`src/rtl/gate_test_pkg.sv`:
```
// Shared FSM encoding and 2-input gate truth tables for the gate tester.
// Truth-table bit i holds the expected gate output for input vector {a,b} = i.
package gate_test_pkg;

   typedef enum logic [2:0] {
      ST_IDLE   = 3'd0,
      ST_APPLY  = 3'd1,
      ST_WAIT   = 3'd2,
      ST_SAMPLE = 3'd3,
      ST_DONE   = 3'd4
   } state_t;

   localparam logic [3:0] TT_OR2   = 4'b1110;
   localparam logic [3:0] TT_AND2  = 4'b1000;
   localparam logic [3:0] TT_NOR2  = 4'b0001;
   localparam logic [3:0] TT_NAND2 = 4'b0111;

endpackage

```
`src/rtl/settle_timer.sv`:
```
// Settle down-counter: load takes value, expire flags the last wait cycle (count == 1).
// Latency: expire is a decode of the registered count; no backpressure, load always wins.
module settle_timer (
   input  logic       clk,
   input  logic       rst_n,
   input  logic       load,
   input  logic [3:0] value,
   output logic       expire
);

   logic [3:0] count;

   always_ff @(posedge clk or negedge rst_n) begin
      if (!rst_n) begin
         count <= 4'd0;
      end else if (load) begin
         count <= value;
      end else if (count != 4'd0) begin
         count <= count - 4'd1;
      end
   end

   assign expire = (count == 4'd1);

endmodule

```
`src/rtl/gate_tester.sv`:
```
// Exhaustive 2-input gate tester: drives vectors 0..3, waits SETTLE cycles, compares dut_y to EXP_TT.
// Latency: done pulses 1+4*(SETTLE+2) cycles after start is sampled; start outside IDLE is dropped.
module gate_tester
   import gate_test_pkg::*;
#(
   parameter int unsigned SETTLE = 2,
   parameter logic [3:0]  EXP_TT = TT_OR2
) (
   input  logic       clk,
   input  logic       rst_n,
   input  logic       start,
   input  logic       dut_y,
   output logic       dut_a,
   output logic       dut_b,
   output logic       busy,
   output logic       done,
   output logic       pass,
   output logic [3:0] fail_mask,
   output logic [1:0] vec_idx
);

   localparam logic [3:0] SETTLE_V = 4'(SETTLE);

   state_t state;
   logic   expire;

   settle_timer u_timer (
      .clk    (clk),
      .rst_n  (rst_n),
      .load   (state == ST_APPLY),
      .value  (SETTLE_V),
      .expire (expire)
   );

   always_ff @(posedge clk or negedge rst_n) begin
      if (!rst_n) begin
         state     <= ST_IDLE;
         dut_a     <= 1'b0;
         dut_b     <= 1'b0;
         busy      <= 1'b0;
         done      <= 1'b0;
         pass      <= 1'b0;
         fail_mask <= 4'd0;
         vec_idx   <= 2'd0;
      end else begin
         done <= 1'b0;
         case (state)
            ST_IDLE: begin
               if (start) begin
                  state     <= ST_APPLY;
                  vec_idx   <= 2'd0;
                  fail_mask <= 4'd0;
                  pass      <= 1'b0;
                  busy      <= 1'b1;
               end
            end
            ST_APPLY: begin
               {dut_a, dut_b} <= vec_idx;
               state          <= ST_WAIT;
            end
            ST_WAIT: begin
               if (expire) begin
                  state <= ST_SAMPLE;
               end
            end
            ST_SAMPLE: begin
               // Case-inequality so an X or floating gate output is reported as a failure.
               if (dut_y !== EXP_TT[vec_idx]) begin
                  fail_mask[vec_idx] <= 1'b1;
               end
               if (vec_idx == 2'd3) begin
                  state <= ST_DONE;
                  busy  <= 1'b0;
               end else begin
                  vec_idx <= vec_idx + 2'd1;
                  state   <= ST_APPLY;
               end
            end
            ST_DONE: begin
               done    <= 1'b1;
               pass    <= (fail_mask == 4'd0);
               dut_a   <= 1'b0;
               dut_b   <= 1'b0;
               vec_idx <= 2'd0;
               state   <= ST_IDLE;
            end
            default: begin
               state <= ST_IDLE;
            end
         endcase
      end
   end

endmodule
```
`config.mk`:
```
export PLATFORM = sky130hd
export DESIGN_NAME = gate_tester
export DESIGN_NICKNAME = d
export VERILOG_FILES = /design/src/rtl/gate_test_pkg.sv /design/src/rtl/settle_timer.sv /design/src/rtl/gate_tester.sv
export SDC_FILE = /design/constraint.sdc
export NUM_CORES = 1
export LEC_CHECK = 0
export ABC_AREA = 1
export CORE_MARGIN = 5
export CORE_UTILIZATION = 35
export CTS_CLUSTER_SIZE = 14
export DETAILED_ROUTE_END_ITERATION = 8
export DONT_BUFFER_PORTS = 1
export GPL_TIMING_DRIVEN = 0
export PLACE_DENSITY_LB_ADDON = 0.1
export SETUP_SLACK_MARGIN = 0.02
export SYNTH_ARGS = -nofsm -noshare
export SYNTH_HDL_FRONTEND = slang
export SYNTH_SLANG_ARGS = --single-unit
export TNS_END_PERCENT = 100
```
`constraint.sdc`:
```
create_clock -name clk -period 1.41 [get_ports clk]
set_input_delay 0.282 -clock clk [delete_from_list [all_inputs] [get_ports clk]]
set_output_delay 0.282 -clock clk [all_outputs]
set_load 0.01 [all_outputs]
```
Word level (Yosys, flattened, before mapping)
Cells that the tools add are included. Widths: inputs -> output; s select.

Add/sub/neg operators: 2. Multiply operators: 0. Div/mod/pow operators: 0. Order comparisons: 2. Equal/unequal tests: 12. Shift operators: 0. Muxes and demuxes: 24. Bitwise operators: 1. Reductions and logical operators: 14.

Operators by type and width (number): $mux 4 (4); $pmux 3 s4 (1); $ne 2x2->1 const B (5); $mux 3 (3); $reduce_and 3->1 (3); $pmux 1 s2 (4); $pmux 4 s2 (1); $reduce_bool 2->1 (4); $eq 3x2->1 const B (2); $mux 1 (6); $pmux 2 s3 (1); $eq 4x1->1 const B (1); $logic_not 4->1 (1); $mux 2 (2); $or 4x4->4 (1); $reduce_and 2->1 (2); $reduce_bool 4->1 (1); $sub 4x1->4 const B (1); $eq 3x1->1 const B (1); $eq 3x3->1 const B (1); $logic_not 3->1 (1); $lt 2x3->1 const B (1); $reduce_bool 3->1 (1); $add 2x1->2 const B (1); 6 further kinds (6).

Bits in registers: 18. Latch bits: 0. Memory bits (writable): 0. ROM bits: 0. Input port bits: 4. Output and inout port bits: 11. Memories: 0.

Logic depth before layout (Yosys ltp)
Word-level depth: 7. Gate-level depth with buffers: 9.

Cells and area by module
From an unflattened synthesis, not the netlist that was laid out.

Cells, all modules: 131. Area total of the unflattened synthesis: 1033.5 sq um.

Modules (own cells, without submodules): gate_tester (instances 1, cells each 94, area each 742.0 sq um, sequential area each 350.3 sq um); settle_timer (instances 1, cells each 37, area each 291.5 sq um, sequential area each 100.1 sq um).

Worst setup path before layout
OpenSTA, ideal clock, no wires.

Path kind: reg-to-reg. Start: register vec_idx[0]. End: register fail_mask[3]. Library setup time: 0.116 ns. Arrival: 1.076 ns. Required time: 1.294 ns. Slack: 0.217 ns. Cell stages (with the launch flop): 9. Buffers on the path: 0. Clock period less this slack: 1.193 ns. Cells stage by stage: dfrtp_1 > inv_1 > ha_1 > nand2_1 > nand2_1 > nand2_1 > nand2_1 > nand2_1 > nand2_1.

Longest elaborated chain between the ends: 7. Elaborated cells between the ends (all ways): 13. Classes of those cells: 2 x order compare; 2 x eq/ne; 6 x mux; 1 x bitwise; 2 x reduce/logical.

RTL lines: from (decl) (RTL line gate_tester.sv:19) `output logic [1:0] vec_idx`; from (signal assigned) (RTL line gate_tester.sv:75) `vec_idx <= vec_idx + 2'd1;`; $lt 2x3->1 (not written as such) / $ge 2x1->1 (equally long branches) (RTL line gate_tester.sv:69) `fail_mask[vec_idx] <= 1'b1;`; $logic_and 1x1->1 (not written as such) (RTL line gate_tester.sv:69); $mux 1 (not written as such) (RTL line gate_tester.sv:69); $demux 1 s2 (RTL line gate_tester.sv:69); $or 4x4->4 (no line); $mux 4 (RTL line gate_tester.sv:68) `if (dut_y !== EXP_TT[vec_idx]) begin`; $pmux 4 s2 (RTL line gate_tester.sv:47) `case (state)`; to (signal assigned) (RTL line gate_tester.sv:43) `fail_mask <= 4'd0;`; to (signal assigned) (RTL line gate_tester.sv:52) `fail_mask <= 4'd0;`; to (signal, indexed assignment) (RTL line gate_tester.sv:69); to (decl) (RTL line gate_tester.sv:18) `output logic [3:0] fail_mask,`.

Parallel ways exist; a longest one is shown, timed or not. The select of a mux whose other input is x is not followed. A chain may end at the register's enable or synchronous reset.

Worst setup path after layout
Start: register state[0]. End: register vec_idx[0].

Longest elaborated chain between the ends: 3. Elaborated cells between the ends (all ways): 8. Classes of those cells: 4 x eq/ne; 1 x mux; 3 x reduce/logical.

RTL lines: from (decl) (RTL line gate_tester.sv:24) `state_t state;`; from (signal assigned) (RTL line gate_tester.sv:37) `state <= ST_IDLE;`; from (signal assigned) (RTL line gate_tester.sv:50) `state <= ST_APPLY;`; from (signal assigned) (RTL line gate_tester.sv:59) `state <= ST_WAIT;`; $eq 3x2->1 (tied with other cells) (RTL line gate_tester.sv:47); $ne 2x2->1 (no line) / $reduce_bool 3->1 (equally long branches); $reduce_and 3->1 (no line).

Parallel ways exist; a longest one is shown, timed or not.

==> impl_metrics.ini <==
[routing]
routedWlPerCell_um = 12.2
drt_first_pass_iters = 4
ant_nets = 0
viasPerCell = 4.84
drt_iter0_drc = 6
drc = 0
routed_wl_mm = 1.78
vias = 706

[synthesis]
avgSynthCellArea_um2 = 8.66
ys_ff_latch = 18
synth_edf_count = 0
netlist_instances = 110
synth_area_um2 = 952
ys_top_cells_by_count = nand2_1, dfrtp_1, inv_1
synth.top_cell.area_share = 0.473
yosysUniqueCellTypes = 17
syn-num-nets = 121
synth_flop_cell = dfrtp_1
async_flop_share = 1.00
yosysSeqAreaShare = 0.473
yosysTopAreaCell = dfrtp_1
yosysWarnings = 0
yosys-top-cells-area = dfrtp_1, ha_1, nand2_1
synth_most_common_cell = nand2_1

[power_and_ir_drop]
p_total_mw = 2.05
vdd_ir_drop_max_v = 0.00104
leakagePower_nw = 0.545
cellPowerDensity_nw_per_um2 = 1980

[run]
drv_cap = 0

[outcome]
status = finished clean

[global_routing]
grt.total_usage = 0.103
grt_max_degree = 19
antenna_found_initial = 0
grt_pass1_wl_mm = 3.19
grt_pass1_vias = 677
gr-total-overflow = 0

[floorplan]
core-area_um2 = 2690
die_area_um2 = 3860
die_h_um = 62.2
ios = 15
initial_utilization = 0.354
die_width_um = 62.2
rows = 19

[placed_design]
port_buffers = 0
gp_congestion = 0.793
place_inst = 141
dp_hpwl_mm = 1.37
dpl_worst_slack_ps = 22.0
placed_area_um2 = 991

[setup_path]
path_delay_family = simple AND/OR/NAND/NOR gates
cp_max_fo = 7
critPathSlowestCell = dfrtp_1
end_kind = register
critPathLaunch = state[0]
critPathArrivalTime_ps = 1500
worstReg2RegStart = state[0]
path_class = reg2reg
cp.required_ps = 1650
max_stage_delay_ps = 490
critPathBufInv = 0
crit_chain = nor2_1, nand3_1, nand3_1, nand2_1, nand2_1
cp-start-kind = register

[sta]
timing.slew.headroom = 0.449
min_period_ps = 1260
tns_ps = 0
worst_pin_slew_ps = 824
min_period_over_period = 0.893
drv_slew = 0
hold_viol_final = 0
setup_slack_ps = 150
setup_viol = 0
clock.fmax_mhz = 794
fin_skew_ps = 4.84
rsz0062_at_grt = false

[clock_tree]
clk_latency_ps = 300
htree_levels = 1
clock-sinks = 18
clkTransAtPathRegs_ps = 110
clockBufferDepth = 2
post-cts-setup-buffers = 0
cts_made_buffers = 3
cts_root_buffer = clkbuf_4
tritoncts = yes

[min_path]
hold_path.class = in2reg
holdCritStartpoint = start

[cells_and_area]
finalNonFillerCells = 146
num-fill-cells = 306
antenna_cells = 0
final_nets = 127
multiInputGateArea_um2 = 434
stdcell_area_um2 = 1040
layout-drive-gt1-share = 0.130
regArea_um2 = 453
area.growth.synth_to_final_pct = 9.20
## per-layer routing
metal,routed length (um),vias up,GRT usage
met5,0,-,0
met2,844,11,0.165
met4,34,0,0.0488
met3,88,4,0.0396
li1,-,362,-
met1,810,329,0.119
## path summary, 6_finish.rpt
path | endpoint | slack, ps | cells past startpoint
setup / recovery | vec_idx[0] | 150 | 5
hold / removal | busy | 190 | 2
setup reg to reg | vec_idx[0] | 150 | 5
hold reg to reg | busy | 570 | 2
max in group asynchronous | vec_idx[1] | 340 | 1
min in group asynchronous | busy | 510 | 1
## repair_timing
action                                 4_1_cts  5_1_grt
setup endpoints to repair                    4        5
gates resized for setup                      1        3
hold buffers                                 1        0
cloned                                       0        0
endpoints found under the hold margin       18        0
## layout by cell type (no fill, tap or decap), drive strengths merged
cell type and n:
xnor2 1, nand4 1, o21ai 8, dlygate4sd3 1
nand3 18, inv 18, ha 7, xor2 1
nand2 25, nor2 9, clkbuf 4, nor3b 1
a21boi 3, dfrtp 18
## area by class of cell
| cell class | count | area share |
|---|---|---|
| sequential | 18 | 0.436 |
| multi-input combinational | 74 | 0.418 |
| inverter | 18 | 0.0650 |
| tap | 31 | 0.0373 |
| clock buffer | 4 | 0.0349 |
| timing repair buffer | 1 | 0.00963 |
## report_power, final
part	switching [mW]	internal (mW)	leakage (nW)	total [mW]
registers	0.212	0.686	0.229	0.898
logic	0.509	0.321	0.295	0.829
clock network	0.169	0.158	0.0210	0.327
total	0.890	1.16	0.545	2.05
## metrics by stage
step           hold slack, ps  utilization
6_report                  187        0.387
5_1_grt                   211        0.387
4_1_cts                   194        0.387
3_5_place_dp            -12.7        0.369
3_3_place_gp            -12.8        0.369
2_1_floorplan           -13.6            -
## kinds of logic after synthesis
family,synth area share
and+or+nand+nor,0.280
buffers and inverters,0.0710
DFF,0.473
AOI/OAI and AO/OA,0.0657
adders and majority gates,0.0920
xor gates and xnor gates,0.0184
## flip-flops by register name, summed over array words and instances (netlist names)
signal	flops
fail_mask	4
pass	1
dut_a	1
dut_b	1
busy	1
vec_idx	2
u_timer.count	4
done	1
state	3
## worst register-to-register path: stages (launching register included)
cell	delay, ps
dfrtp_1	490
nor2_1	230
nand3_1	200
nand3_1	170
nand2_1	60
nand2_1	50
(Power assumes the default switching activity.)
